$ cat src/rtl/riscv_pkg.sv
// rtl/riscv_pkg.sv - shared RV32I opcodes, ALU op codes, mux selects and control states
package riscv_pkg;

    // ALU operation codes shared by the control FSM and the ALU.
    // 0x0F is reserved so the unsigned branch compares sit at 0x10/0x11.
    localparam logic [4:0] ALU_ADD   = 5'h00;
    localparam logic [4:0] ALU_SUB   = 5'h01;
    localparam logic [4:0] ALU_SLL   = 5'h02;
    localparam logic [4:0] ALU_SLT   = 5'h03;
    localparam logic [4:0] ALU_SLTU  = 5'h04;
    localparam logic [4:0] ALU_XOR   = 5'h05;
    localparam logic [4:0] ALU_SRL   = 5'h06;
    localparam logic [4:0] ALU_SRA   = 5'h07;
    localparam logic [4:0] ALU_OR    = 5'h08;
    localparam logic [4:0] ALU_AND   = 5'h09;
    localparam logic [4:0] ALU_BEQ   = 5'h0A;
    localparam logic [4:0] ALU_BNE   = 5'h0B;
    localparam logic [4:0] ALU_BLT   = 5'h0C;
    localparam logic [4:0] ALU_BGE   = 5'h0D;
    localparam logic [4:0] ALU_AUIPC = 5'h0E;
    localparam logic [4:0] ALU_BLTU  = 5'h10;
    localparam logic [4:0] ALU_BGEU  = 5'h11;

    // Major opcodes (instr[6:0])
    localparam logic [6:0] OP_REG    = 7'b0110011;
    localparam logic [6:0] OP_IMM    = 7'b0010011;
    localparam logic [6:0] OP_LOAD   = 7'b0000011;
    localparam logic [6:0] OP_STORE  = 7'b0100011;
    localparam logic [6:0] OP_BRANCH = 7'b1100011;
    localparam logic [6:0] OP_JAL    = 7'b1101111;
    localparam logic [6:0] OP_JALR   = 7'b1100111;
    localparam logic [6:0] OP_LUI    = 7'b0110111;
    localparam logic [6:0] OP_AUIPC  = 7'b0010111;

    typedef enum logic [1:0] {
        A_RS1    = 2'd0,
        A_PC     = 2'd1,
        A_OLD_PC = 2'd2,
        A_ZERO   = 2'd3
    } a_sel_e;

    typedef enum logic [1:0] {
        B_RS2  = 2'd0,
        B_IMM  = 2'd1,
        B_FOUR = 2'd2
    } b_sel_e;

    typedef enum logic [2:0] {
        IMM_I = 3'd0,
        IMM_S = 3'd1,
        IMM_B = 3'd2,
        IMM_U = 3'd3,
        IMM_J = 3'd4
    } imm_sel_e;

    typedef enum logic [1:0] {
        WB_ALU = 2'd0,
        WB_MEM = 2'd1,
        WB_PC  = 2'd2
    } wb_sel_e;

    typedef enum logic [2:0] {
        ST_FETCH  = 3'd0,
        ST_DECODE = 3'd1,
        ST_EXEC   = 3'd2,
        ST_MEM    = 3'd3,
        ST_WB     = 3'd4,
        ST_TRAP   = 3'd5
    } state_e;

endpackage

$ cat src/rtl/multicycle_ctrl_alu_decoder.sv
// rtl/multicycle_ctrl_alu_decoder.sv - maps opcode/funct3/funct7[5] to an ALU op code
module alu_decoder
    import riscv_pkg::*;
(
    input  logic [6:0] opcode_i,
    input  logic [2:0] funct3_i,
    input  logic       funct7_b5_i,
    output logic [4:0] alu_op_o
);

    // Pure decode; opcodes without a dedicated operation fall back to ADD
    always_comb begin
        alu_op_o = ALU_ADD;
        case (opcode_i)
            OP_REG, OP_IMM: begin
                case (funct3_i)
                    3'b000:  alu_op_o = (opcode_i == OP_REG && funct7_b5_i) ? ALU_SUB : ALU_ADD;
                    3'b001:  alu_op_o = ALU_SLL;
                    3'b010:  alu_op_o = ALU_SLT;
                    3'b011:  alu_op_o = ALU_SLTU;
                    3'b100:  alu_op_o = ALU_XOR;
                    3'b101:  alu_op_o = funct7_b5_i ? ALU_SRA : ALU_SRL;
                    3'b110:  alu_op_o = ALU_OR;
                    default: alu_op_o = ALU_AND;
                endcase
            end
            OP_BRANCH: begin
                case (funct3_i)
                    3'b001:  alu_op_o = ALU_BNE;
                    3'b100:  alu_op_o = ALU_BLT;
                    3'b101:  alu_op_o = ALU_BGE;
                    3'b110:  alu_op_o = ALU_BLTU;
                    3'b111:  alu_op_o = ALU_BGEU;
                    default: alu_op_o = ALU_BEQ;
                endcase
            end
            OP_AUIPC: alu_op_o = ALU_AUIPC;
            default:  alu_op_o = ALU_ADD;
        endcase
    end

endmodule

$ cat src/rtl/multicycle_ctrl.sv
// rtl/multicycle_ctrl.sv - multi-cycle RV32I control FSM (option: MULTICYCLE_CTRL_ILLEGAL_TRAP_EN)
module multicycle_ctrl
    import riscv_pkg::*;
#(
    parameter int MEM_TIMEOUT = 0
) (
    input  logic        clk,
    input  logic        reset,
    input  logic [31:0] instr,
    input  logic        mem_ready,
    input  logic        alu_zero_bit,
    output logic [4:0]  alu_op,
    output logic [1:0]  alu_a_sel,
    output logic [1:0]  alu_b_sel,
    output logic [2:0]  imm_sel,
    output logic        mem_req,
    output logic        mem_we,
    output logic        mem_addr_sel,
    output logic        ir_write,
    output logic        old_pc_write,
    output logic        pc_write,
    output logic        pc_src,
    output logic        alu_out_write,
    output logic        reg_write,
    output logic [1:0]  wb_sel,
    output logic        mem_timeout,
    output logic [2:0]  state_dbg
);

    // 0 means "never flag": the counter then just parks at its maximum
    localparam logic [7:0] WAIT_LIMIT = (MEM_TIMEOUT == 0) ? 8'hFF : 8'(MEM_TIMEOUT);

    state_e     state_q, state_d;
    logic [7:0] wait_cnt_q, wait_cnt_d;
    logic       timeout_q, timeout_d;

    logic [6:0] opcode;
    logic [2:0] funct3;
    logic [6:0] funct7;
    logic [4:0] dec_op;
    logic       r_funct7_ok;
    logic       unused_instr;

    assign opcode       = instr[6:0];
    assign funct3       = instr[14:12];
    assign funct7       = instr[31:25];
    assign r_funct7_ok  = (funct7 == 7'h00) || (funct7 == 7'h20);
    assign unused_instr = ^{instr[24:15], instr[11:7]};

    alu_decoder u_alu_decoder (
        .opcode_i    (opcode),
        .funct3_i    (funct3),
        .funct7_b5_i (funct7[5]),
        .alu_op_o    (dec_op)
    );

    // Control outputs and next state from state, IR and memory handshake
    always_comb begin
        alu_op        = ALU_ADD;
        alu_a_sel     = A_RS1;
        alu_b_sel     = B_RS2;
        imm_sel       = IMM_I;
        mem_req       = 1'b0;
        mem_we        = 1'b0;
        mem_addr_sel  = 1'b0;
        ir_write      = 1'b0;
        old_pc_write  = 1'b0;
        pc_write      = 1'b0;
        pc_src        = 1'b0;
        alu_out_write = 1'b0;
        reg_write     = 1'b0;
        wb_sel        = WB_ALU;
        state_d       = state_q;

        case (state_q)
            ST_FETCH: begin
                mem_req = 1'b1;
                if (mem_ready) begin
                    ir_write     = 1'b1;
                    old_pc_write = 1'b1;
                    pc_write     = 1'b1;
                    alu_a_sel    = A_PC;
                    alu_b_sel    = B_FOUR;
                    state_d      = ST_DECODE;
                end
            end
            ST_DECODE: begin
                // Precompute old_pc + imm so branches/JAL find their target in alu_out
                alu_a_sel     = A_OLD_PC;
                alu_b_sel     = B_IMM;
                imm_sel       = (opcode == OP_BRANCH) ? IMM_B :
                                (opcode == OP_JAL)    ? IMM_J : IMM_I;
                alu_out_write = 1'b1;
                state_d       = ST_EXEC;
            end
            ST_EXEC: begin
                state_d = ST_FETCH;
                case (opcode)
                    OP_REG: begin
                        if (r_funct7_ok) begin
                            alu_op        = dec_op;
                            alu_out_write = 1'b1;
                            state_d       = ST_WB;
                        end else begin
`ifdef MULTICYCLE_CTRL_ILLEGAL_TRAP_EN
                            state_d = ST_TRAP;
`endif
                        end
                    end
                    OP_IMM: begin
                        alu_b_sel     = B_IMM;
                        alu_op        = dec_op;
                        alu_out_write = 1'b1;
                        state_d       = ST_WB;
                    end
                    OP_LOAD, OP_STORE: begin
                        alu_b_sel     = B_IMM;
                        imm_sel       = (opcode == OP_STORE) ? IMM_S : IMM_I;
                        alu_out_write = 1'b1;
                        state_d       = ST_MEM;
                    end
                    OP_BRANCH: begin
                        alu_op   = dec_op;
                        pc_write = alu_zero_bit;
                        pc_src   = 1'b1;
                    end
                    OP_JAL: begin
                        pc_write  = 1'b1;
                        pc_src    = 1'b1;
                        reg_write = 1'b1;
                        wb_sel    = WB_PC;
                    end
                    OP_JALR: begin
                        // Link value is the PC before this cycle's update (old_pc + 4)
                        alu_b_sel = B_IMM;
                        pc_write  = 1'b1;
                        reg_write = 1'b1;
                        wb_sel    = WB_PC;
                    end
                    OP_LUI: begin
                        alu_a_sel     = A_ZERO;
                        alu_b_sel     = B_IMM;
                        imm_sel       = IMM_U;
                        alu_out_write = 1'b1;
                        state_d       = ST_WB;
                    end
                    OP_AUIPC: begin
                        alu_a_sel     = A_OLD_PC;
                        alu_b_sel     = B_IMM;
                        imm_sel       = IMM_U;
                        alu_op        = dec_op;
                        alu_out_write = 1'b1;
                        state_d       = ST_WB;
                    end
                    default: begin
`ifdef MULTICYCLE_CTRL_ILLEGAL_TRAP_EN
                        state_d = ST_TRAP;
`endif
                    end
                endcase
            end
            ST_MEM: begin
                mem_req      = 1'b1;
                mem_addr_sel = 1'b1;
                mem_we       = (opcode == OP_STORE);
                if (mem_ready) begin
                    state_d = ST_FETCH;
                    if (opcode == OP_LOAD) begin
                        reg_write = 1'b1;
                        wb_sel    = WB_MEM;
                    end
                end
            end
            ST_WB: begin
                reg_write = 1'b1;
                state_d   = ST_FETCH;
            end
            ST_TRAP: state_d = ST_TRAP;
            default: state_d = ST_FETCH;
        endcase

        // Reset abandons the instruction: nothing may be written this cycle
        if (reset) begin
            alu_op        = '0;
            alu_a_sel     = '0;
            alu_b_sel     = '0;
            imm_sel       = '0;
            mem_req       = 1'b0;
            mem_we        = 1'b0;
            mem_addr_sel  = 1'b0;
            ir_write      = 1'b0;
            old_pc_write  = 1'b0;
            pc_write      = 1'b0;
            pc_src        = 1'b0;
            alu_out_write = 1'b0;
            reg_write     = 1'b0;
            wb_sel        = '0;
        end
    end

    assign state_dbg   = reset ? 3'd0 : state_q;
    assign mem_timeout = timeout_q && !reset && (state_q != ST_TRAP);

    // Consecutive memory wait cycles, saturating; the flag is sticky until reset
    always_comb begin
        wait_cnt_d = wait_cnt_q;
        timeout_d  = timeout_q;
        if (mem_req && mem_ready) begin
            wait_cnt_d = '0;
        end else if (mem_req) begin
            if (wait_cnt_q != WAIT_LIMIT) begin
                wait_cnt_d = wait_cnt_q + 8'd1;
            end
            if (MEM_TIMEOUT != 0 && wait_cnt_d == WAIT_LIMIT) begin
                timeout_d = 1'b1;
            end
        end
    end

    // FSM state register
    always_ff @(posedge clk) begin
        if (reset) begin
            state_q <= ST_FETCH;
        end else begin
            state_q <= state_d;
        end
    end

    // Wait counter and timeout flag registers
    always_ff @(posedge clk) begin
        if (reset) begin
            wait_cnt_q <= '0;
            timeout_q  <= 1'b0;
        end else begin
            wait_cnt_q <= wait_cnt_d;
            timeout_q  <= timeout_d;
        end
    end

endmodule
$ cat config.mk
export PLATFORM = sky130hd
export DESIGN_NAME = multicycle_ctrl
export DESIGN_NICKNAME = d
export VERILOG_FILES = /design/src/rtl/riscv_pkg.sv /design/src/rtl/multicycle_ctrl_alu_decoder.sv /design/src/rtl/multicycle_ctrl.sv
export SDC_FILE = /design/constraint.sdc
export NUM_CORES = 1
export LEC_CHECK = 0
export ABC_AREA = 1
export ABC_CLOCK_PERIOD_IN_PS = 1400
export BUFFER_PORTS_ARGS = -buffer_cell sky130_fd_sc_hd__buf_2
export CORE_MARGIN = 2
export CORE_UTILIZATION = 36
export DETAILED_ROUTE_END_ITERATION = 6
export GPL_ROUTABILITY_DRIVEN = 0
export HOLD_SLACK_MARGIN = 0.15
export PLACE_DENSITY = 0.77
export SLEW_MARGIN = 30
export SYNTH_ARGS = -nofsm -noshare
export SYNTH_HDL_FRONTEND = slang
export SYNTH_HIERARCHICAL = 1
export SYNTH_SLANG_ARGS = --single-unit
$ cat constraint.sdc
create_clock -name clk -period 1.4 [get_ports clk]
set_clock_uncertainty 0.15 [all_clocks]
set_input_delay 0.35 -clock clk [delete_from_list [all_inputs] [get_ports clk]]
set_output_delay 0.35 -clock clk [all_outputs]
set_load 0.005 [all_outputs]
==> flow_summary_export.csv <==
group,metric,value,unit
floorplanning,core,2210,µm²
sta,finalCritPeriodShare,1.34,
cells_and_area,diodes,0,
critical_path,crit_required,0.90,ns
global_route,grt_pass1_wl,5.21,mm
drt,first_pass_iters,4,
place,dpl.hpwl,2.15,mm
cells_and_area,nets,287,
sta,rsz0062_at_grt,"true",
logic_synthesis,synthCells,170,
cells_and_area,top_register,"state_q",
run,maxCapViolCount,0,
sta,holdWs,0.285,ns
cells_and_area,largest_register_ff_count,3,
drt,drt_iter0_markers,50,
cells_and_area,fillers,120,
floorplanning,row_count,17,
cells_and_area,reg_top3,"state_q (3)",
logic_synthesis,syn_area,835,µm²
place,dpl.cell_count,263,
drt,remaining_drc_errors,0,
critical_path,worstSetupEndpointType,"output pin",
clocking,cts_sinks,3,
logic_synthesis,ys_ff_latch,3,
clocking,worstSkewPairLatency,0.24,ns
clocking,clk_pin_slew,0.04,ns
global_route,grtUsageTotal,0.245,
drt,vias,1485,
sta,finalHoldViolCount,0,
hold_path,hp-class,"primary input to register",
floorplanning,die_h,52.1,µm
global_route,grt_pass1_vias,1299,
global_route,gr-total-overflow,0,
cells_and_area,drive_gt1_frac,0.696,
sta,setup_violations,26,
critical_path,arrival,1.37,ns
place,pre_cts_slack,-0.431,ns
drt,viasPerCell,5.34,
outcome,failed_checks,"negative setup slack",
outcome,status,"finished with violations",
sta,finalCriticalPeriod,1.87,ns
critical_path,critPathLaunchType,"register",
clocking,htreeDepth,1,
logic_synthesis,ys_seq_area_frac,0.0720,
drt,final_antenna_net_count,0,
floorplanning,die_w,52.1,µm
clocking,cts_buffer_depth,2,
global_route,grt_max_degree,17,
power_and_ir_drop,power_density,484,nW/µm²
sta,fmax,534,MHz
logic_synthesis,avgSynthCellArea,4.91,µm²
clocking,numCtsBuffers,3,
drt,routedWlPerCell,14.3,µm
floorplanning,floorplan.initialDensity,0.377,
cells_and_area,layout.cells.non_filler,278,
global_route,antenna_found_initial,0,
logic_synthesis,synth_nets,206,
place,placed_area,1360,µm²
drt,wirelength,3.99,mm
critical_path,cp_max_fo,8,
clocking,cts_hold_buf,0,
logic_synthesis,ys_types,24,
logic_synthesis,synth_warnings,6,
floorplanning,die_area,2720,µm²
clocking,root_buffer,"clkbuf_4",
sta,drv_slew,0,
power_and_ir_drop,peakVddDrop,0.625,mV
clocking,cts_tree,"done",
floorplanning,ios,63,
place,port_buffers,46,
cells_and_area,syn_to_final_growth,125,%
sta,fin_ws,-0.472,ns
critical_path,path_class,"register to output pin",
critical_path,regToRegSetupSlack,0.06,ns
cells_and_area,design_area,1880,µm²
power_and_ir_drop,finalPower,0.910,mW
power_and_ir_drop,p_leak,0.915,nW
==> kinds of logic (layout without fill, tap and decap cells) <==
| group | Yosys count | in the layout | synth area share |
|---|---|---|---|
| AO/OA/AOI/OAI | 20 | 20 | 0.123 |
| buffers and inverters | 33 | 113 | 0.163 |
| flip-flops | 3 | 3 | 0.0720 |
| other | 1 | 1 | 0.00449 |
| AND/OR/NAND/NOR | 113 | 113 | 0.637 |
==> stage by stage <==
| step | util | TNS (ns) |
|---|---|---|
| 2_1_floorplan | - | -1.02 |
| 3_3_place_gp | 0.614 | -7.16 |
| 3_5_place_dp | 0.614 | -7.29 |
| 4_1_cts | 0.764 | -8.29 |
| 5_1_grt | 0.850 | -11.27 |
| 6_report | 0.850 | -9.70 |
==> power breakdown <==
group / switching (mW) / leakage (nW) / total [mW] / internal, mW
logic: 0.340 / 0.874 / 0.631 / 0.291
clock network: 0.0480 / 0.0150 / 0.155 / 0.107
registers: 0.0250 / 0.0267 / 0.123 / 0.0985
total: 0.413 / 0.915 / 0.910 / 0.496
==> final timing paths <==
path                      to  cells after the start  startpoint
setup / recovery    pc_write                      5  state_q[2]
hold / removal    state_q[1]                      3       reset
setup reg to reg  state_q[1]                      7  state_q[1]
hold reg to reg   state_q[2]                      4  state_q[0]
==> repair_timing <==
item,4_1_cts,5_1_grt
resized for setup,75,41
buffers inserted,5,9
pin swaps,38,29
setup endpoints to repair,26,27
==> cells in the final DEF (no fill, tap or decap), types with 6 or more instances in the layout <==
| cell | synthesis | layout |
|---|---|---|
| nand3_1 | 17 | 9 |
| nor2_2 | 8 | 6 |
| nor2_1 | 26 | 13 |
| buf_4 | 3 | 27 |
| nor2_4 | 1 | 16 |
| nand2_2 | 1 | 12 |
| buf_6 | 0 | 13 |
| a21oi_2 | 0 | 10 |
| nand3_2 | 0 | 7 |
| inv_1 | 21 | 9 |
| nand2_1 | 46 | 27 |
| inv_2 | 7 | 11 |
| buf_2 | 1 | 38 |
==> cell usage after synthesis <==
| library cell | n | area share |
|---|---|---|
| nand3b_1 | 1 | 0.0090 |
| nand2_1 | 46 | 0.21 |
| o21ai_0 | 3 | 0.018 |
| o21ai_1 | 1 | 0.0060 |
| or2_2 | 1 | 0.0075 |
| inv_2 | 7 | 0.031 |
| nor3_1 | 3 | 0.018 |
| nand4_1 | 5 | 0.037 |
| conb_1 | 1 | 0.0045 |
| a21oi_1 | 14 | 0.084 |
| nor4_2 | 1 | 0.015 |
| nor2_2 | 8 | 0.060 |
| nor3_4 | 1 | 0.019 |
| clkbuf_1 | 1 | 0.0045 |
| dfxtp_1 | 3 | 0.072 |
| nor3_2 | 2 | 0.024 |
| a31oi_1 | 2 | 0.015 |
| buf_2 | 1 | 0.0060 |
| inv_1 | 21 | 0.094 |
| buf_4 | 3 | 0.027 |
| nand3_1 | 17 | 0.10 |
| nor2_1 | 26 | 0.12 |
| nor2_4 | 1 | 0.013 |
| nand2_2 | 1 | 0.0075 |
==> cell type report <==
cell class,count,area (µm²),area share
tap,28,35.0,0.0186
clock buffer,4,26.3,0.0140
multi-input combinational,134,993,0.528
timing repair buffer,81,599,0.319
inverter,28,155,0.0825
sequential,3,71.3,0.0379
==> worst max-delay path, stage by stage, from the launching register on <==
cell,delay [ns]
dfxtp_4,0.36
nor3_4,0.18
buf_6,0.17
a31oi_1,0.11
a21oi_2,0.16
buf_2,0.15
==> per-layer routing <==
layer  global-route usage  vias to the layer above  part of all wire
met5                    0                        -                 0
met4               0.0855                        0             0.026
met3               0.0259                       11             0.056
met2                0.477                       74              0.52
met1                0.269                      691              0.39
li1                     -                      709                 -
Note: power is estimated with default switching activity, not from simulation.
